--- src/rtl/muldiv_unit_if.sv ---
// Handshake and data bundle between the EX-stage control and muldiv_unit.
//   master : issues start/op/a/b and MTHI/MTLO writes, reads hi/lo/busy/done
//   slave  : the multiply/divide unit itself
// Signals:
//   start     begin operation (sampled only when the unit is idle)
//   op        00 MULT, 01 MULTU, 10 DIV, 11 DIVU
//   a, b      rs / rt operands
//   hi_we     MTHI write enable
//   lo_we     MTLO write enable
//   wdata     MTHI/MTLO data
//   hi, lo    architectural HI/LO
//   busy      operation in flight
//   done      one-cycle completion pulse
interface muldiv_unit_if;
    logic        start;
    logic [1:0]  op;
    logic [31:0] a;
    logic [31:0] b;
    logic        hi_we;
    logic        lo_we;
    logic [31:0] wdata;
    logic [31:0] hi;
    logic [31:0] lo;
    logic        busy;
    logic        done;

    modport master (
        output start, op, a, b, hi_we, lo_we, wdata,
        input  hi, lo, busy, done
    );

    modport slave (
        input  start, op, a, b, hi_we, lo_we, wdata,
        output hi, lo, busy, done
    );
endinterface

--- src/rtl/muldiv_unit.sv ---
// Iterative multiply/divide unit for the EX stage. Implements MULT, MULTU,
// DIV, DIVU, MTHI and MTLO and owns the architectural HI/LO registers.
// Multiply is shift-add over a 64-bit product; divide is restoring division
// on operand magnitudes, with the sign correction applied in a final cycle.
//
// Ports:
//   clock   system clock, rising edge
//   reset   asynchronous, active-high; aborts any operation in flight
//   bus     muldiv_unit_if.slave (start/op/a/b, hi_we/lo_we/wdata, hi/lo/busy/done)
//
// Build option:
//   MULDIV_FAST_MULT_EN  when defined, MULT/MULTU use a single-cycle 32x32
//                        product (busy for one cycle); DIV/DIVU stay iterative.
//
// state | meaning
// ------+-------------------------------------------------------------
// IDLE  | waiting for start; MTHI/MTLO writes accepted here only
// RUN   | one operand bit per cycle, ITERS iterations
// FIX   | sign correction, HI/LO written, done pulsed
module muldiv_unit #(
    parameter int ITERS = 32
) (
    input  logic         clock,
    input  logic         reset,
    muldiv_unit_if.slave bus
);
    typedef enum logic [1:0] {
        IDLE = 2'd0,
        RUN  = 2'd1,
        FIX  = 2'd2
    } state_t;

    localparam int CNT_W = $clog2(ITERS + 1);

    state_t           state_q, state_d;
    logic [CNT_W-1:0] cnt_q, cnt_d;
    logic [1:0]       op_q, op_d;
    logic             sign_a_q, sign_a_d;
    logic             sign_b_q, sign_b_d;
    logic             div_zero_q, div_zero_d;
    logic [31:0]      a_mag_q, a_mag_d;
    logic [31:0]      b_mag_q, b_mag_d;
    logic [63:0]      acc_q, acc_d;
    logic [31:0]      hi_q, hi_d;
    logic [31:0]      lo_q, lo_d;
    logic             busy_q, busy_d;
    logic             done_q, done_d;

    // Operand conditioning at start: op[0]=0 selects the signed variants.
    logic        signed_in;
    logic [31:0] a_mag_in;
    logic [31:0] b_mag_in;

    assign signed_in = ~bus.op[0];
    assign a_mag_in  = (signed_in && bus.a[31]) ? -bus.a : bus.a;
    assign b_mag_in  = (signed_in && bus.b[31]) ? -bus.b : bus.b;

    // Multiply step: acc = {partial product high, multiplier shifting out}.
    logic [32:0] mul_sum;
    assign mul_sum = {1'b0, acc_q[63:32]} + (acc_q[0] ? {1'b0, a_mag_q} : 33'd0);

    // Divide step: acc = {remainder, dividend shifting into quotient}.
    // When the subtraction succeeds the result is below the divisor, so the
    // low 32 bits of the difference are exact.
    logic [32:0] rem_shift;
    logic        rem_ge;
    logic [31:0] rem_sub;
    assign rem_shift = {acc_q[63:32], acc_q[31]};
    assign rem_ge    = (rem_shift >= {1'b0, b_mag_q});
    assign rem_sub   = rem_shift[31:0] - b_mag_q;

    // Sign correction on the finished magnitudes.
    logic        neg_res;
    logic [63:0] prod_fix;
    logic [31:0] quo_fix;
    logic [31:0] rem_fix;
    logic [31:0] a_orig;
    assign neg_res  = sign_a_q ^ sign_b_q;
    assign prod_fix = neg_res ? -acc_q : acc_q;
    assign quo_fix  = neg_res ? -acc_q[31:0] : acc_q[31:0];
    assign rem_fix  = sign_a_q ? -acc_q[63:32] : acc_q[63:32];
    // Divide by zero returns the dividend as given, rebuilt from sign+magnitude.
    assign a_orig   = sign_a_q ? -a_mag_q : a_mag_q;

    always_ff @(posedge clock or posedge reset) begin
        if (reset) begin
            state_q    <= IDLE;
            cnt_q      <= '0;
            op_q       <= 2'b00;
            sign_a_q   <= 1'b0;
            sign_b_q   <= 1'b0;
            div_zero_q <= 1'b0;
            a_mag_q    <= '0;
            b_mag_q    <= '0;
            acc_q      <= '0;
            hi_q       <= '0;
            lo_q       <= '0;
            busy_q     <= 1'b0;
            done_q     <= 1'b0;
        end else begin
            state_q    <= state_d;
            cnt_q      <= cnt_d;
            op_q       <= op_d;
            sign_a_q   <= sign_a_d;
            sign_b_q   <= sign_b_d;
            div_zero_q <= div_zero_d;
            a_mag_q    <= a_mag_d;
            b_mag_q    <= b_mag_d;
            acc_q      <= acc_d;
            hi_q       <= hi_d;
            lo_q       <= lo_d;
            busy_q     <= busy_d;
            done_q     <= done_d;
        end
    end

    always_comb begin
        state_d    = state_q;
        cnt_d      = cnt_q;
        op_d       = op_q;
        sign_a_d   = sign_a_q;
        sign_b_d   = sign_b_q;
        div_zero_d = div_zero_q;
        a_mag_d    = a_mag_q;
        b_mag_d    = b_mag_q;
        acc_d      = acc_q;
        hi_d       = hi_q;
        lo_d       = lo_q;
        busy_d     = busy_q;
        done_d     = 1'b0;

        case (state_q)
            IDLE: begin
                if (bus.hi_we) hi_d = bus.wdata;
                if (bus.lo_we) lo_d = bus.wdata;
                if (bus.start) begin
                    op_d       = bus.op;
                    sign_a_d   = signed_in & bus.a[31];
                    sign_b_d   = signed_in & bus.b[31];
                    div_zero_d = (bus.b == 32'd0);
                    a_mag_d    = a_mag_in;
                    b_mag_d    = b_mag_in;
                    cnt_d      = '0;
                    busy_d     = 1'b1;
                    state_d    = RUN;
                    acc_d      = bus.op[1] ? {32'd0, a_mag_in} : {32'd0, b_mag_in};
`ifdef MULDIV_FAST_MULT_EN
                    if (!bus.op[1]) begin
                        acc_d   = 64'(a_mag_in) * 64'(b_mag_in);
                        state_d = FIX;
                    end
`endif
                end
            end

            RUN: begin
                cnt_d = cnt_q + 1'b1;
                if (op_q[1]) begin
                    acc_d = {rem_ge ? rem_sub : rem_shift[31:0], acc_q[30:0], rem_ge};
                end else begin
                    acc_d = {mul_sum, acc_q[31:1]};
                end
                if (cnt_q == CNT_W'(ITERS - 1)) state_d = FIX;
            end

            FIX: begin
                if (!op_q[1]) begin
                    hi_d = prod_fix[63:32];
                    lo_d = prod_fix[31:0];
                end else if (div_zero_q) begin
                    hi_d = a_orig;
                    lo_d = 32'hFFFF_FFFF;
                end else begin
                    hi_d = rem_fix;
                    lo_d = quo_fix;
                end
                busy_d  = 1'b0;
                done_d  = 1'b1;
                state_d = IDLE;
            end

            default: state_d = IDLE;
        endcase
    end

    assign bus.hi   = hi_q;
    assign bus.lo   = lo_q;
    assign bus.busy = busy_q;
    assign bus.done = done_q;
endmodule

--- src/flat_wrapper.sv ---
// flat-port wrapper written by rule: the top's interface ports become plain ports
module muldiv_unit_flat 
#(
    parameter int ITERS = 32
)
  (clock, reset, bus_start, bus_op, bus_a, bus_b, bus_hi_we, bus_lo_we, bus_wdata, bus_hi, bus_lo, bus_busy, bus_done);
  muldiv_unit_if bus_i ();
  input  logic clock;
  input  logic reset;
  input wire logic [$bits(bus_i.start)-1:0] bus_start;
  input wire logic [$bits(bus_i.op)-1:0] bus_op;
  input wire logic [$bits(bus_i.a)-1:0] bus_a;
  input wire logic [$bits(bus_i.b)-1:0] bus_b;
  input wire logic [$bits(bus_i.hi_we)-1:0] bus_hi_we;
  input wire logic [$bits(bus_i.lo_we)-1:0] bus_lo_we;
  input wire logic [$bits(bus_i.wdata)-1:0] bus_wdata;
  output wire logic [$bits(bus_i.hi)-1:0] bus_hi;
  output wire logic [$bits(bus_i.lo)-1:0] bus_lo;
  output wire logic [$bits(bus_i.busy)-1:0] bus_busy;
  output wire logic [$bits(bus_i.done)-1:0] bus_done;
  assign bus_i.start = bus_start;
  assign bus_i.op = bus_op;
  assign bus_i.a = bus_a;
  assign bus_i.b = bus_b;
  assign bus_i.hi_we = bus_hi_we;
  assign bus_i.lo_we = bus_lo_we;
  assign bus_i.wdata = bus_wdata;
  assign bus_hi = bus_i.hi;
  assign bus_lo = bus_i.lo;
  assign bus_busy = bus_i.busy;
  assign bus_done = bus_i.done;
  muldiv_unit #(.ITERS(ITERS)) u_core (.clock(clock), .reset(reset), .bus(bus_i));
endmodule
--- config.mk ---
export PLATFORM = sky130hd
export DESIGN_NAME = muldiv_unit_flat
export DESIGN_NICKNAME = d
export VERILOG_FILES = /design/src/rtl/muldiv_unit_if.sv /design/src/rtl/muldiv_unit.sv /design/src/flat_wrapper.sv
export SDC_FILE = /design/constraint.sdc
export NUM_CORES = 1
export LEC_CHECK = 0
export ABC_AREA = 1
export CAP_MARGIN = 20
export CORE_MARGIN = 4
export CORE_UTILIZATION = 60
export DETAILED_ROUTE_END_ITERATION = 12
export PLACE_DENSITY = 0.89
export SYNTH_ARGS = -nofsm -noshare
export SYNTH_HDL_FRONTEND = slang
export SYNTH_SLANG_ARGS = --single-unit
--- constraint.sdc ---
create_clock -name clock -period 8.4 [get_ports clock]
set_input_delay 2.1 -clock clock [delete_from_list [all_inputs] [get_ports clock]]
set_output_delay 2.1 -clock clock [all_outputs]
set_load 0.005 [all_outputs]
==> results.tsv <==
metric	value	unit
status	finished, final reports clean	
Synth area leader	dfrtp_1	
Die X	192	um
count of different cell masters after synthesis	52	
Pwr Density	457	nW/um^2
Post-CTS Setup Repair Bufs	0	
GPL Wtd Cong	1.09	
Via density	6.31	
DRC errors left	0	
Crit Path Max Fanout	31	
Core ar.	33400	sq um
post-layout util	0.686	
fraction of registers with async set/reset	1.00	
Num CTS Buffers	23	
final std cells w/o fill	3980	
CP startpoint kind	input port	
Slew Viols, Final	0	
leakage power	11.1	nW
Root Buffer	clkbuf_16	
DRT antenna net count	0	
Setup Skew	14.4	ps
first-pass GRT wire length	129000	um
RSZ-0062 raised after global routing	no	
setup_tns	0	ps
Cells after Synth	3434	
Clock power frac	0.107	
Mean Syn Cell Area	5.90	sq um
final worst setup slack	4220	ps
port bufs	168	
Peak Freq	239	MHz
Clk Latency, worst-skew pair	550	ps
max-cap check violation count	0	
Max Root-Sink Buffers	3	
Setup-failing EPs final	0	
VDD IR max	0.354	mV
GRT Util Overall	0.454	
final WL	86600	um
final hold violations	0	
dpl hpwl	67200	um
Max H-tree Level	1	
Rows	67	
Die Y	192	um
share of the synthesized area in the top cell type	0.255	
CP arrival	4660	ps
Nets	3691	
ranking of synthesized cells by area	dfrtp_1, nand2_1, nand3_1	
CTS tree	done	
pin count of the biggest net entering global routing	107	
minimum clock period	4180	ps
Mapped Area	20300	sq um
CTS clock-pin slew for the worst setup and hold paths	60	ps
Slew @ Worst Pin	1090	ps
DRT iter0 DRCs	3862	
critical path endpoint category	flip-flop	
sw frac	0.577	
Final Cycle Share	0.498	
global route total overflow	0	
ant diodes	0	
Top Ports	169	
routed len/inst	21.8	um
sequential power share	0.219	
register area share after synthesis	0.255	
share of cells above drive strength 1	0.0323	
initial antenna violation count	1	
number of global-route vias before repair	22400	
ys flop type	dfrtp_1	
Post-synth EDFFs	0	
Cell Int Power	0.00444	W
initial core utilization	0.605	
required time worst endpoint	8870	ps
Sink Count	206	
hold buffers post-CTS	0	
Gate power share	0.675	
P_sw	0.00605	W
Mapped Nets	3609	
YS warnings	0	
full die area	36800	sq um
placed inst area	22100	sq um
dpl ws	3740	ps
cell area after layout	22900	sq um
placed cell count	3939	
worst rel slew slack	0.276	
Yosys reg bits	206	
Hold Path Class	flip-flop to flip-flop	
area grow syn2layout	13.3	%
Resized Gates After CTS	0	
vias	25100	
Setup CP Type	input port to flip-flop	
First-pass DRT Iterations	7	
cell usage in the layout (no fill, tap or decap), types with 40 or more instances in the layout:
cell type	count
a21oi_1	266
clkdlybuf4s50_1	168
dfrtp_1	204
ha_1	70
inv_1	386
nand2_1	981
nand3_1	349
nand4_1	40
nor2_1	443
o21ai_0	246
xor2_1	70
final timing paths:
check	start	endpoint	slack, ps	depth (start not counted)
setup / recovery	bus_op[0]	u_core.acc_q[26]$_DFFE_PP0P_	4220	9
hold / removal	u_core.b_mag_q[25]$_DFFE_PP0P_	u_core.b_mag_q[25]$_DFFE_PP0P_	480	2
setup reg to reg	u_core.acc_q[0]$_DFFE_PP0P_	u_core.acc_q[61]$_DFFE_PP0P_	4970	18
hold reg to reg	u_core.b_mag_q[25]$_DFFE_PP0P_	u_core.b_mag_q[25]$_DFFE_PP0P_	480	2
max in group asynchronous	reset	u_core.op_q[1]$_DFFE_PP0P_	4920	3
min in group asynchronous	reset	u_core.bus.hi[13]$_DFFE_PP0P_	2040	2
cell families (layout without fill, tap and decap cells):
family	Yosys count	after routing	synth area share
simple gates	1911	1911	0.397
xor+xnor	80	80	0.0346
flops	206	206	0.255
fa+ha+maj	72	72	0.0452
compound gates	633	633	0.166
buf+inv	532	630	0.102
power by group through the flow:
stage | clock (W) | combinational, W | sequential [W]
2_1_floorplan | 0 | 0.00473 | 0.00187
5_1_grt | 0.00115 | 0.00770 | 0.00228
6_report | 0.00112 | 0.00707 | 0.00229
3_5_place_dp | 0 | 0.00673 | 0.00222
4_1_cts | 0.00111 | 0.00678 | 0.00221
3_3_place_gp | 0 | 0.00659 | 0.00220
state kept, by name, summed over array words and instances, names as in the netlist:
signal and count:
u_core.acc_q 64, u_core.a_mag_q 32, u_core.b_mag_q 32, u_core.bus.hi 32
u_core.bus.lo 32, u_core.cnt_q 6, u_core.state_q 2, u_core.bus.busy 1
u_core.bus.done 1, u_core.div_zero_q 1, u_core.op_q 1, u_core.sign_a_q 1
u_core.sign_b_q 1
critical path: stages:
cell and delay [ps]:
clkdlybuf4s50_1 420, inv_1 100, nand2_1 250, inv_1 720, o21ai_1 360, or2_2 380, nand3_1 80, nand3_1 80
a21oi_1 150
synthesized netlist by cell type, drive strengths merged (8+ instances only):
cell type and count:
clkbuf 94, xor2 70, nand3 356, nor3 28, nand2 989, a31oi 39, o31ai 8, o21ai 266
ha 70, o22ai 8, nand4 41, inv 393, o211ai 17, a21oi 267, nand3b 25, nor2 463
dfrtp 206, a22oi 10, buf 38, xnor2 10
layout make-up:
type,instances,area (sq um)
inverter,400,1510
tap,448,561
clock buffer,32,639
fill,3008,10500
clock inverter,9,174
sequential,206,5160
timing repair buffer,189,1840
multi-input combinational,2696,13100
metal layers:
layer | global-route usage | part of all wire
met2 | 0.644 | 0.40
met5 | 0 | 0.00014
met4 | 0.235 | 0.070
met3 | 0.127 | 0.16
met1 | 0.629 | 0.37
per-stage QoR:
stage	hold slack [ps]	power (W)
2_1_floorplan	453	0.00660
3_3_place_gp	467	0.00879
3_5_place_dp	473	0.00895
4_1_cts	486	0.0101
5_1_grt	504	0.0111
6_report	484	0.0105
(Power assumes the default switching activity.)
